[src/rtl/prio_encoder_rr.sv]
`timescale 1ns/1ps
// Registered request encoder: sticky pending capture plus one-slot valid/ready
// output, with fixed-priority (highest index) or round-robin arbitration.
//
// state   | meaning
// S_EMPTY | no index presented, enc_valid low
// S_FULL  | enc_out presented, waiting for enc_ready
module prio_encoder_rr #(
  parameter int N_REQ = 4,
  parameter bit RR_MODE = 1'b0,
  localparam int IDX_W = (N_REQ > 2) ? $clog2(N_REQ) : 1
) (
  input  logic             clk,
  input  logic             rst_n,
  input  logic             clr,
  input  logic [N_REQ-1:0] req_in,
  output logic [IDX_W-1:0] enc_out,
  output logic             enc_valid,
  input  logic             enc_ready,
  output logic [N_REQ-1:0] pending,
  output logic [N_REQ-1:0] overrun
);

  typedef enum logic {S_EMPTY = 1'b0, S_FULL = 1'b1} slot_t;

  slot_t            state_q, state_d;
  logic [IDX_W-1:0] idx_q, idx_d;
  logic [IDX_W-1:0] last_q, last_d;
  logic [IDX_W-1:0] win_idx;
  logic [N_REQ-1:0] pend_q, pend_d;
  logic [N_REQ-1:0] ovr_q, ovr_d;
  logic [N_REQ-1:0] cand, win_oh, pres_oh;
  logic             xfer, load, win_any;

  assign xfer    = (state_q == S_FULL) && enc_ready;
  assign load    = (state_q == S_EMPTY) || xfer;
  assign cand    = pend_q | req_in;
  assign win_any = |cand;
  assign win_oh  = N_REQ'(1) << win_idx;
  // The presented bit only blocks capture while the slot actually holds it.
  assign pres_oh = (state_q == S_FULL) ? (N_REQ'(1) << idx_q) : '0;

  // Winner select: highest set index, or first set bit after last_q (wrapping).
  always_comb begin
    logic [IDX_W-1:0] k;
    logic             hit;
    win_idx = '0;
    k       = '0;
    hit     = 1'b0;
    if (RR_MODE) begin
      for (int off = 1; off <= N_REQ; off++) begin
        k = IDX_W'((int'(last_q) + off) % N_REQ);
        if (!hit && cand[k]) begin
          win_idx = k;
          hit     = 1'b1;
        end
      end
    end else begin
      for (int i = 0; i < N_REQ; i++) begin
        if (cand[IDX_W'(i)]) win_idx = IDX_W'(i);
      end
    end
  end

  // Slot state register.
  always_ff @(posedge clk or negedge rst_n) begin
    if (!rst_n) state_q <= S_EMPTY;
    else        state_q <= state_d;
  end

  // Slot next state: reload on empty or transfer, flush on clr.
  always_comb begin
    state_d = state_q;
    if (clr)       state_d = S_EMPTY;
    else if (load) state_d = win_any ? S_FULL : S_EMPTY;
  end

  // Slot outputs.
  always_comb begin
    enc_valid = (state_q == S_FULL);
    enc_out   = idx_q;
    pending   = pend_q;
    overrun   = ovr_q;
  end

  // Datapath next values: pending capture, loaded index, RR pointer, overrun.
  always_comb begin
    pend_d = pend_q;
    idx_d  = idx_q;
    last_d = last_q;
    ovr_d  = '0;
    if (clr) begin
      pend_d = '0;
      last_d = IDX_W'(N_REQ - 1);
    end else if (load) begin
      // A re-request of the index being transferred is legitimately captured.
      ovr_d = req_in & pend_q;
      if (win_any) begin
        idx_d  = win_idx;
        last_d = win_idx;
        pend_d = cand & ~win_oh;
      end else begin
        pend_d = cand;
      end
    end else begin
      ovr_d  = req_in & (pend_q | pres_oh);
      pend_d = pend_q | (req_in & ~pres_oh);
    end
  end

  // Datapath registers.
  always_ff @(posedge clk or negedge rst_n) begin
    if (!rst_n) begin
      pend_q <= '0;
      idx_q  <= '0;
      last_q <= IDX_W'(N_REQ - 1);
      ovr_q  <= '0;
    end else begin
      pend_q <= pend_d;
      idx_q  <= idx_d;
      last_q <= last_d;
      ovr_q  <= ovr_d;
    end
  end

endmodule

[config.mk]
export PLATFORM = sky130hd
export DESIGN_NAME = prio_encoder_rr
export DESIGN_NICKNAME = d
export VERILOG_FILES = /design/src/rtl/prio_encoder_rr.sv
export SDC_FILE = /design/constraint.sdc
export NUM_CORES = 1
export LEC_CHECK = 0
export BUFFER_PORTS_ARGS = -buffer_cell sky130_fd_sc_hd__buf_2
export CAP_MARGIN = 20
export CORE_AREA = 2 2 39 41
export DETAILED_ROUTE_END_ITERATION = 10
export DIE_AREA = 0 0 41 43
export PLACE_DENSITY_LB_ADDON = 0.15
export SYNTH_ARGS = -nofsm -noshare
export SYNTH_HDL_FRONTEND = slang
export SYNTH_SLANG_ARGS = --single-unit
export TNS_END_PERCENT = 5
[constraint.sdc]
create_clock -name clk -period 1.1 [get_ports clk]
set_clock_uncertainty 0.15 [all_clocks]
set_input_delay 0.055 -clock clk [delete_from_list [all_inputs] [get_ports clk]]
set_output_delay 0.055 -clock clk [all_outputs]
set_load 0.01 [all_outputs]
=== Word level (Yosys, flattened, before mapping) ===
Index checks and enable logic that the tools add are counted.

* Shift-type cells: 2
* Muxes and demuxes: 10
* Bitwise operators: 11
* Reductions and logical operators: 5

{| class="wikitable"
|+ Operators with widths
! cell !! number
|-
| 4-bit two-way mux || 6
|-
| 4-bit AND || 4
|-
| 4-bit bitwise OR || 3
|-
| 4-bit NOT || 2
|-
| 1-bit two-way mux || 4
|-
| 4-bit OR reduction || 1
|-
| 1-bit by 1-bit left shift with 4-bit output (first input constant) || 1
|-
| 1-bit by 2-bit left shift with 4-bit output (first input constant) || 1
|-
| 3-bit AND reduction || 1
|-
| 1-bit NOT || 2
|-
| 2-bit nonzero test || 1
|-
| 1-bit logical AND || 1
|-
| 1-bit logical OR || 1
|}

* Bits in registers: 11
* Input port bits: 8
* Logic and storage cells: 32

=== Longest topological paths before layout ===
Gate-level depths: netlist of run 1.

* Depth in word-level cells: 8
* Mapped depth: 3
* Gate-level depth less buffers: 3

=== Worst setup path before layout of run 1 ===
Ideal clock, no wire load.

* Kind: flip-flop to flip-flop
* Start: register idx_q[0], in the netlist enc_out[0]
* End: register pend_q[0], in the netlist pending[0]
* Setup time: 0.136 ns
* Arrival time: 0.970 ns
* Required time: 0.814 ns
* Setup slack: -0.156 ns
* Cell stages (with the launch flop): 4
* Period minus slack after synthesis: 1.256 ns
* Path through: dfrtp_1 -> or3b_1 -> a21oi_1 -> nor3_1

* Cells in the longest elaborated chain, start to end: 7

{| class="wikitable"
|+ RTL lines
! item !! RTL line !! source
|-
| start, declared || 27 || <nowiki>logic [IDX_W-1:0] idx_q, idx_d;</nowiki>
|-
| start signal, assigned || 120 || <nowiki>idx_q <= idx_d;</nowiki>
|-
| 1-bit by 2-bit left shift with 4-bit output || 41 || <nowiki>assign pres_oh = (state_q == S_FULL) ? (N_REQ'(1) << idx_q) : '0;</nowiki>
|-
| 4-bit two-way mux || 41 ||
|-
| 4-bit NOT || 107 || <nowiki>pend_d = pend_q | (req_in & ~pres_oh);</nowiki>
|-
| 4-bit AND || 107 ||
|-
| 4-bit bitwise OR || 107 ||
|-
| 4-bit two-way mux || 95 || <nowiki>end else if (load) begin</nowiki>
|-
| 4-bit two-way mux || 92 || <nowiki>if (clr) begin</nowiki>
|-
| named net pend_d[0] || 30 || <nowiki>logic [N_REQ-1:0] pend_q, pend_d;</nowiki>
|-
| end signal, assigned || 119 || <nowiki>pend_q <= pend_d;</nowiki>
|-
| end, declared || 30 ||
|}

The timed path passes the listed nets, and every way through them passes these cells.
A chain may end at the register's enable or synchronous reset.

=== Worst setup path in the final report of run 1 ===
Ends and elaborated chain as after synthesis.

==> reports/qor_table.md, run 1 <==
| Parameter | Reported | Unit |
|---|---|---|
| Top cell type's share of synthesized area | 0.621 | - |
| Cell breakdown of the critical path | or3b_1 > a21oi_2 > nor3_1 | - |
| First drt pass iteration count | 3 | - |
| Final Routed Wirelength | 969 | um |
| Outcome | finished with violations | - |
| Worst hold-check path type | primary input to flip-flop | - |
| DRC | 0 | - |
| Simple-gate share of the synthesized area | 0.217 | - |
| Peak supply drop | 0.589 | mV |
| End of the worst register-to-register path | pending[0] | - |
| Sequential cell fraction of total power | 0.497 | - |
| Global placer's final weighted congestion | 0.722 | - |
| Number of cell rows | 14 | - |
| Final Worst Setup Slack | -0.120 | ns |
| CTS buffer count | 3 | - |
| CTS tree | built | - |
| Max clock buf depth | 2 | - |
| Dominant cells by area after synthesis | sky130_fd_sc_hd__dfrtp_1 (62%), sky130_fd_sc_hd__nor2_1 (7.5%), sky130_fd_sc_hd__nor3b_1 (5.6%) | - |
| Sum of buffers and inverters on the critical path | 0 | - |
| Violated checks | negative hold slack, negative setup slack | - |
| Most frequent cells in the layout | sky130_fd_sc_hd__buf_2 (14), sky130_fd_sc_hd__dfrtp_1 (10), sky130_fd_sc_hd__nor2_1 (6) | - |
| Setup bufs post-CTS | 0 | - |
| Mean instance size in the synthesized netlist | 10.6 | um^2 |
| Capture point of the worst path | pending[0] | - |
| Worst setup slack for register-to-register paths | -0.12 | ns |
| Startpoint of the worst register-to-register path | enc_out[0] | - |
| Switching Power | 0.208 | mW |
| Top-Level Pins | 19 | - |
| Die Height | 43 | um |
| Category of the worst setup path launch point | flip-flop | - |
| Static Leak | 0.317 | nW |
| Largest net degree at the start of global routing | 12 | - |
| Proportion of power drawn by combinational gates | 0.204 | - |
| Most common cell after layout, fill and taps aside | sky130_fd_sc_hd__buf_2 | - |
| Vias per inst | 4.83 | - |
| Syn_nets | 46 | - |
| Source of the critical timing path | enc_out[0] | - |
| Initial antenna violation count | 0 | - |
| Detailed-route wire length per cell | 12.1 | um |
| Max frequency | 0.820 | GHz |
| CP arrival | 1.20 | ns |
| Number of sinks driven by the clock tree | 10 | - |
| Number of hold-repair buffers added at the cts stage | 4 | - |
| Count of buffers inserted at the top-level ports | 17 | - |
| Clock group share of total power | 0.299 | - |
| Global router's overall resource usage | 0.148 | - |
| Global-route wire length before repair | 1670 | um |
| Element type at the critical path end | flip-flop | - |
| Die X | 41 | um |
| Worst-Skew Late Latency | 0.26 | ns |
| Peak per-stage delay on the critical path | 0.39 | ns |
| Placed wire-length estimate after detailed placement | 689 | um |
| Critical-path maximum fanout | 2 | - |
| Fraction of the mapped netlist area in adder cells | 0 | - |
| Hold WS | -0.0529 | ns |
| Vias in the first global route | 381 | - |
| Depth of the CTS H-tree | 1 | - |
| Unrepaired setup endpoints after global routing | yes | - |
| Fraction of synthesized cell area in xor and xnor cells | 0 | - |
| Layout cell share with drive strength beyond 1 | 0.469 | - |
| Filler Cell Count | 141 | - |
| Largest family of logic cells by synthesized area | simple AND/OR/NAND/NOR gates | - |
| Logic depth of the worst register-to-register path | 3 | - |
| Syn Std Cell Area | 403 | um^2 |
| Setup TNS Final | -0.334 | ns |
| Routed vias | 386 | - |
| Logic depth of the worst setup path including buffers | 3 | - |
| Mux contribution to synthesized area | 0 | - |
| Grt total ovfl | 0 | - |
| Post-layout min period | 1.22 | ns |
| Slowest stage cell on the critical path | sky130_fd_sc_hd__dfrtp_1 | - |
| Cell count after synthesis | 38 | - |
| Die area | 1760 | um^2 |
| Master cell of the clock root buffer | sky130_fd_sc_hd__clkbuf_4 | - |
| CP required | 1.08 | ns |
| Count of different cell masters after synthesis | 15 | - |
| Hold Path Origin | req_in[0] | - |
| Synth area leader | sky130_fd_sc_hd__dfrtp_1 | - |
| Cell family with the largest share of critical-path delay | simple AND/OR/NAND/NOR gates | - |
| Number of pins with negative max-slew slack in the final report | 0 | - |
| Number of maximum-capacitance constraint violations | 0 | - |
| Ant diodes | 0 | - |
| Layout Area Growth over Synthesis | 59.0 | % |
| Count of warnings emitted by yosys | 0 | - |
| Final layout net count | 74 | - |
| Internal power of the cells | 0.598 | mW |
| Portion of the clock cycle consumed by the worst path in the final layout | 1.11 | - |
| Post-synthesis sequential element count | 10 | - |
| Worst setup path class | flip-flop to flip-flop | - |
| Synthesized-area fraction occupied by ao, oa, aoi and oai cells | 0.115 | - |
| Sequential cell area fraction in the yosys report | 0.621 | - |
| Remaining antenna violation count after routing | 0 | - |
| Core area | 1380 | um^2 |
| Initial Utilization | 0.291 | - |
| Final setup fails | 7 | - |
| Final hold violation count | 9 | - |
| Cells on Worst Hold Path | 2 | - |
| Post-CTS clock slew at the launch and capture registers of the worst setup and hold paths | 0.06 | ns |
| Drt first-iter violations | 6 | - |
| Pwr per Cell Area | 1260 | nW/um^2 |
| Switch share | 0.258 | - |
-- logic make-up (layout without fill, tap and decap cells) --
group	after synthesis	after routing
other	1	1
buffers and inverters	3	29
flip-flops	10	10
AO/OA/AOI/OAI	7	7
AND/OR/NAND/NOR	17	17
-- power groups by stage --
stage / clock [mW] / sequential (mW) / combinational, mW
final: 0.241 / 0.400 / 0.165
after global routing: 0.277 / 0.403 / 0.182
after CTS: 0.251 / 0.399 / 0.164
after detailed placement: 0 / 0.405 / 0.129
after global placement: 0 / 0.405 / 0.129
after floorplan: 0 / 0.419 / 0.0489
-- registers in the layout, indices dropped and copies added (netlist names) --
signal     cells
enc_out        1
pending        4
overrun        4
enc_valid      1
-- cell type report --
type / count / area, um^2 / area share
Clock buffer: 3 / 22.5 / 0.0352
Inverter: 1 / 3.75 / 0.00586
Multi-Input combinational cell: 25 / 163 / 0.254
Sequential cell: 10 / 250 / 0.391
Tap cell: 16 / 20.0 / 0.0313
Timing Repair Buffer: 25 / 181 / 0.283
-- worst min path at each step --
stage / endpoint / slack [ns]
6_report: overrun[0] / -0.05
3_3_place_gp: overrun[2] / -0.22
4_1_cts: overrun[0] / -0.06
5_1_grt: overrun[0] / -0.07
3_5_place_dp: overrun[2] / -0.22
2_1_floorplan: enc_out[0] / -0.39
-- metal layers --
layer,up-vias,share of wire,global-route usage
met3,2,0.061,0.0785
met2,14,0.46,0.194
met5,-,0,0
met1,188,0.46,0.188
met4,0,0.012,0.0800
li1,182,-,-
-- metrics by stage --
stage          power, mW  instances  instance area (um^2)   util  setup slack [ns]
2_1_floorplan      0.468         38                   403      -            -0.109
3_3_place_gp       0.534         73                   527  0.381            -0.115
3_5_place_dp       0.534         73                   527  0.381            -0.121
4_1_cts            0.815         80                   636  0.459            -0.116
5_1_grt            0.861         80                   641  0.463            -0.144
6_report           0.806         80                   641  0.463            -0.120
-- worst register-to-register path, cell delays in order, from the launching register on --
cell and delay, ns:
sky130_fd_sc_hd__dfrtp_1 0.39, sky130_fd_sc_hd__or3b_1 0.37, sky130_fd_sc_hd__a21oi_2 0.13, sky130_fd_sc_hd__nor3_1 0.06
-- timing repair --
item	4_1_cts	5_1_grt
endpoints found under the hold margin	20	9
setup endpoints to repair	8	9
gates resized for setup	9	2
pin swaps	1	0
-- cell usage after synthesis (all sizes together) --
cell type  number
nor2            8
o32ai           1
nor3            2
buf             1
inv             1
or3b            1
a21oi           4
conb            1
clkbuf          1
nand2           2
nor3b           3
nor2b           1
a311oi          1
dfrtp          10
a41oi           1
Power figures use the tool's default switching activity.
==> run 2: changes to the inputs <==
SETUP_SLACK_MARGIN = 0.15   (was default)
==> reports/qor_table.md, run 2 (same netlist as run 1, synthesis figures left out) <==
| Parameter | Reported | Unit | Delta |
|---|---|---|---|
| CTS tree | built | - | unchanged |
| Number of pins with negative max-slew slack in the final report | 0 | - | unchanged |
| Critical-path maximum fanout | 2 | - | unchanged |
| DRC | 0 | - | unchanged |
| Final hold violation count | 9 | - | unchanged |
| Setup bufs post-CTS | 0 | - | unchanged |
| Top-Level Pins | 19 | - | unchanged |
| Outcome | finished with violations | - | unchanged |
| Worst-Skew Late Latency | 0.26 | ns | about the same |
| Die X | 41 | um | unchanged |
| Vias per inst | 4.89 | - | was 4.83 |
| Final Worst Setup Slack | -0.113 | ns | was -0.120 ns |
| Global-route wire length before repair | 1690 | um | was 1670 um |
| Peak supply drop | 0.600 | mV | was 0.589 mV |
| CP required | 1.08 | ns | about the same |
| Worst setup path class | flip-flop to flip-flop | - | unchanged |
| Final setup fails | 5 | - | was 7 |
| Routed vias | 391 | - | was 386 |
| Portion of the clock cycle consumed by the worst path in the final layout | 1.10 | - | was 1.11 |
| Global router's overall resource usage | 0.150 | - | was 0.148 |
| Number of sinks driven by the clock tree | 10 | - | unchanged |
| Final Routed Wirelength | 961 | um | was 969 um |
| Die Height | 43 | um | unchanged |
| Remaining antenna violation count after routing | 0 | - | unchanged |
| Filler Cell Count | 139 | - | was 141 |
| Initial antenna violation count | 0 | - | unchanged |
| CP arrival | 1.20 | ns | about the same |
| Max clock buf depth | 2 | - | unchanged |
| Most common cell after layout, fill and taps aside | sky130_fd_sc_hd__buf_2 | - | unchanged |
| Unrepaired setup endpoints after global routing | yes | - | unchanged |
| Drt first-iter violations | 3 | - | was 6 |
| Violated checks | negative hold slack, negative setup slack | - | unchanged |
| Grt total ovfl | 0 | - | unchanged |
| Post-route total power | 0.810 | mW | was 0.806 mW |
| Number of cell rows | 14 | - | unchanged |
| Pwr per Cell Area | 1230 | nW/um^2 | was 1260 nW/um^2 |
| Number of maximum-capacitance constraint violations | 0 | - | unchanged |
| Layout cell share with drive strength beyond 1 | 0.469 | - | unchanged |
| Depth of the CTS H-tree | 1 | - | unchanged |
| Detailed-route wire length per cell | 12.0 | um | was 12.1 um |
| Count of buffers inserted at the top-level ports | 17 | - | unchanged |
| Placed wire-length estimate after detailed placement | 689 | um | unchanged |
| Post-CTS clock slew at the launch and capture registers of the worst setup and hold paths | 0.06 | ns | about the same |
| Post-layout min period | 1.21 | ns | was 1.22 ns |
| Ant diodes | 0 | - | unchanged |
| Initial Utilization | 0.291 | - | unchanged |
| Element type at the critical path end | flip-flop | - | unchanged |
| Vias in the first global route | 381 | - | unchanged |
| Master cell of the clock root buffer | sky130_fd_sc_hd__clkbuf_4 | - | unchanged |
| Largest net degree at the start of global routing | 12 | - | unchanged |
| Placement-stage worst setup slack | -0.121 | ns | unchanged |
| Core area | 1380 | um^2 | unchanged |
| Static Leak | 0.320 | nW | was 0.317 nW |
| Final layout net count | 74 | - | unchanged |
| Worst hold-check path type | primary input to flip-flop | - | unchanged |
| Category of the worst setup path launch point | flip-flop | - | unchanged |
| CTS buffer count | 3 | - | unchanged |
| Hold WS | -0.0504 | ns | was -0.0529 ns |
| Most frequent cells in the layout | sky130_fd_sc_hd__buf_2 (13), sky130_fd_sc_hd__dfrtp_1 (10), sky130_fd_sc_hd__nor2_1 (6), sky130_fd_sc_hd__buf_6 (6), sky130_fd_sc_hd__dlygate4sd3_1 (4) | - | was sky130_fd_sc_hd__buf_2 (14), sky130_fd_sc_hd__dfrtp_1 (10), sky130_fd_sc_hd__nor2_1 (6) |
| Max frequency | 0.824 | GHz | was 0.820 GHz |
| Number of hold-repair buffers added at the cts stage | 4 | - | unchanged |
| Layout Area Growth over Synthesis | 63.0 | % | was 59.0% |
| First drt pass iteration count | 3 | - | unchanged |
| Die area | 1760 | um^2 | unchanged |
| Global placer's final weighted congestion | 0.722 | - | unchanged |
run 2: cell counts in the layout (fill, tap and decap cells not counted):
Identical to the previous run, type by type.
run 2: metal layers:
metal	up-vias	part of all wire	global-route usage
li1	183	-	-
met4	0	0.012	0.0800
met1	192	0.46	0.191
met5	-	0	0
met2	14	0.46	0.197
met3	2	0.062	0.0785
run 2: critical path, stage by stage (launching register included):
cell,delay [ns]
sky130_fd_sc_hd__dfrtp_1,0.38
sky130_fd_sc_hd__or3b_1,0.37
sky130_fd_sc_hd__a21oi_2,0.13
sky130_fd_sc_hd__nor3_1,0.06
run 2: metrics by stage:
step | hold WS [ns] | instances | TNS [ns] | instance area (um^2) | util
after floorplan | -0.391 | 38 | -0.273 | 403 | -
after global placement | -0.219 | 73 | -0.318 | 527 | 0.381
after detailed placement | -0.220 | 73 | -0.366 | 527 | 0.381
after CTS | -0.0634 | 80 | -0.314 | 641 | 0.463
after global routing | -0.0715 | 80 | -0.795 | 657 | 0.475
final | -0.0504 | 80 | -0.328 | 657 | 0.475
run 2: worst paths after layout:
path	cells after the start	startpoint	slack [ns]	endpoint
hold reg to reg	2	pending[3]	0.40	overrun[3]
max in group asynchronous	2	rst_n	0.58	pending[3]
min in group asynchronous	2	rst_n	0.03	overrun[2]
hold / removal	2	req_in[0]	-0.05	overrun[0]
setup / recovery	3	enc_out[0]	-0.11	pending[0]
setup reg to reg	3	enc_out[0]	-0.11	pending[0]
run 2: cell type report:
class	instances	area (um^2)	area share
flip-flops and latches	10	250	0.381
clock buffers	3	22.5	0.0343
repair buffers	25	188	0.286
inverters	1	3.75	0.00571
multi-input cells	25	173	0.263
well taps	16	20.0	0.0305
run 2: where the power goes:
| group | total [mW] | internal, mW | leakage (nW) | switching [mW] |
|---|---|---|---|---|
| registers | 0.402 | 0.388 | 0.131 | 0.0141 |
| logic | 0.169 | 0.0871 | 0.176 | 0.0823 |
| clock network | 0.238 | 0.126 | 0.0138 | 0.112 |
run 2: repair_timing:
| item | 4_1_cts | 5_1_grt |
|---|---|---|
| resized for setup | 11 | 3 |
| endpoints found under the hold margin | 20 | 9 |
| endpoints found under the setup margin | 16 | 18 |
| pin swaps | 1 | 0 |
==> run 3: changes to the inputs <==
clock period = 1.2 ns   (was 1.1 ns; I/O delays follow)
==> reports/qor_table.md, run 3 (same netlist as run 1, synthesis figures left out) <==
| Parameter | Reported | Unit | Delta |
|---|---|---|---|
| Outcome | finished with violations | - | unchanged |
| Violated checks | negative hold slack | - | was negative hold slack, negative setup slack |
| Max clock buf depth | 2 | - | unchanged |
| Master cell of the clock root buffer | sky130_fd_sc_hd__clkbuf_4 | - | unchanged |
| Ant diodes | 0 | - | unchanged |
| Number of pins with negative max-slew slack in the final report | 0 | - | unchanged |
| Count of buffers inserted at the top-level ports | 17 | - | unchanged |
| Static Leak | 0.319 | nW | was 0.320 nW |
| Element type at the critical path end | flip-flop | - | unchanged |
| Number of maximum-capacitance constraint violations | 0 | - | unchanged |
| Die Height | 43 | um | unchanged |
| Source of the critical timing path | req_in[3] | - | was enc_out[0] |
| Die X | 41 | um | unchanged |
| CP required | 1.19 | ns | was 1.08 ns |
| Final hold violation count | 9 | - | unchanged |
| Most frequent cells in the layout | sky130_fd_sc_hd__buf_2 (16), sky130_fd_sc_hd__dfrtp_1 (10), sky130_fd_sc_hd__nor2_1 (7) | - | was sky130_fd_sc_hd__buf_2 (13), sky130_fd_sc_hd__dfrtp_1 (10), sky130_fd_sc_hd__nor2_1 (6), sky130_fd_sc_hd__buf_6 (6), sky130_fd_sc_hd__dlygate4sd3_1 (4) |
| End of the worst register-to-register path | enc_out[0] | - | was pending[0] |
| CTS buffer count | 3 | - | unchanged |
| Drt first-iter violations | 10 | - | was 3 |
| Finished Core Util | 0.459 | - | was 0.475 |
| Initial antenna violation count | 0 | - | unchanged |
| Global router's overall resource usage | 0.130 | - | was 0.150 |
| Worst hold-check path type | primary input to flip-flop | - | unchanged |
| Routed vias | 392 | - | was 391 |
| Cell Count, Final, Fillers Out | 81 | - | was 80 |
| Post-layout min period | 1.18 | ns |  |
| Post-route total power | 0.814 | mW | was 0.810 mW |
| Post-CTS clock slew at the launch and capture registers of the worst setup and hold paths | 0.07 | ns | was 0.06 ns |
| Critical-path maximum fanout | 3 | - | was 2 |
| Vias per inst | 4.84 | - | was 4.89 |
| Hold WS | -0.0548 | ns | was -0.0504 ns |
| Number of hold-repair buffers added at the cts stage | 5 | - | was 4 |
| Placed wire-length estimate after detailed placement | 697 | um | was 689 um |
| Largest net degree at the start of global routing | 12 | - | unchanged |
| DRC | 0 | - | unchanged |
| Grt total ovfl | 0 | - | unchanged |
| Global placer's final weighted congestion | 0.759 | - | was 0.722 |
| Setup bufs post-CTS | 0 | - | unchanged |
| Worst-Skew Late Latency | 0.27 | ns | was 0.26 ns |
| Final setup fails | 0 | - | was 5 |
| Unrepaired setup endpoints after global routing | yes | - | unchanged |
| Final Routed Wirelength | 963 | um | was 961 um |
| Die area | 1760 | um^2 | unchanged |
| Startpoint of the worst register-to-register path | pending[0] | - | was enc_out[0] |
| Logic depth of the worst register-to-register path | 3 | - | unchanged |
| Initial Utilization | 0.291 | - | unchanged |
| Final layout net count | 74 | - | unchanged |
| Peak supply drop | 0.672 | mV | was 0.600 mV |
| Filler Cell Count | 139 | - | unchanged |
| Global-route wire length before repair | 1500 | um | was 1690 um |
| Capture point of the worst path | enc_out[0] | - | was pending[0] |
| Setup TNS Final | 0 | ns | was -0.328 ns |
| Top-Level Pins | 19 | - | unchanged |
| Number of sinks driven by the clock tree | 10 | - | unchanged |
| Reg area | 250 | um^2 | unchanged |
| Pwr per Cell Area | 1280 | nW/um^2 | was 1230 nW/um^2 |
| Detailed-route wire length per cell | 11.9 | um | was 12.0 um |
| Most common cell after layout, fill and taps aside | sky130_fd_sc_hd__buf_2 | - | unchanged |
| Area of the multi-input gates | 154 | um^2 | was 173 um^2 |
| CTS tree | built | - | unchanged |
| First drt pass iteration count | 4 | - | was 3 |
| Remaining antenna violation count after routing | 0 | - | unchanged |
| Portion of the clock cycle consumed by the worst path in the final layout | 0.983 | - |  |
| Core area | 1380 | um^2 | unchanged |
| Depth of the CTS H-tree | 1 | - | unchanged |
| CP arrival | 1.17 | ns | was 1.20 ns |
| Total instance count after detailed placement | 72 | - | was 73 |
| Vias in the first global route | 367 | - | was 381 |
| Max frequency | 0.848 | GHz |  |
| Layout cell share with drive strength beyond 1 | 0.431 | - | was 0.469 |
| Category of the worst setup path launch point | primary input | - | was flip-flop |
| Number of cell rows | 14 | - | unchanged |
| Worst setup slack for register-to-register paths | 0.02 | ns | was -0.11 ns |
| Layout Area Growth over Synthesis | 57.8 | % | was 63.0% |
| Worst setup path class | primary input to flip-flop | - | was flip-flop to flip-flop |
run 3: per-stage QoR:
step                      hold slack (ns)  instance area, um^2  setup WS [ns]
after floorplan                    -0.386                  403       -0.00872
after global placement             -0.210                  519        -0.0582
after CTS                         -0.0595                  616         0.0285
after global routing              -0.0461                  636        -0.0306
final                             -0.0548                  636         0.0208
after detailed placement           -0.215                  519        -0.0445
run 3: area by class of cell:
| class | count | share of cell area |
|---|---|---|
| Tap cell | 16 | 0.0315 |
| Multi-Input combinational cell | 25 | 0.242 |
| Inverter | 1 | 0.00591 |
| Timing Repair Buffer | 25 | 0.270 |
| Clock buffer | 4 | 0.0571 |
| Sequential cell | 10 | 0.394 |
run 3: where the power goes:
group	switching, mW	internal (mW)	leakage, nW	total [mW]
clock	0.127	0.184	0.0210	0.311
combinational	0.0701	0.0664	0.168	0.137
sequential	0.0105	0.355	0.131	0.366
total	0.207	0.606	0.319	0.814
run 3: critical path, stage by stage:
cell and delay (ns):
sky130_fd_sc_hd__buf_2 0.07, sky130_fd_sc_hd__dlygate4sd3_1 0.56, sky130_fd_sc_hd__nor2_1 0.07, sky130_fd_sc_hd__a311oi_1 0.28, sky130_fd_sc_hd__o32ai_1 0.12
run 3: worst min-delay path by stage:
stage / startpoint / endpoint / cells after the start
finish: clr / overrun[3] / 2
CTS: clr / overrun[3] / 2
floorplan: rst_n / enc_out[0] / 0
global placement: rst_n / overrun[2] / 1
detailed placement: rst_n / overrun[2] / 1
global route: clr / overrun[3] / 2
run 3: repair_timing:
item	in CTS	in global routing
gates cloned	0	0
endpoints found under the hold margin	20	9
pin swaps	2	1
resized for setup	2	5
endpoints found under the setup margin	9	11
run 3: layer usage:
metal,vias up,routed length [um],global-route usage,share of wire
met5,-,0,0,0
met4,0,13,0.0800,0.013
met3,4,81,0.0471,0.084
met2,20,459,0.175,0.48
met1,184,409,0.171,0.42
li1,184,-,-,-
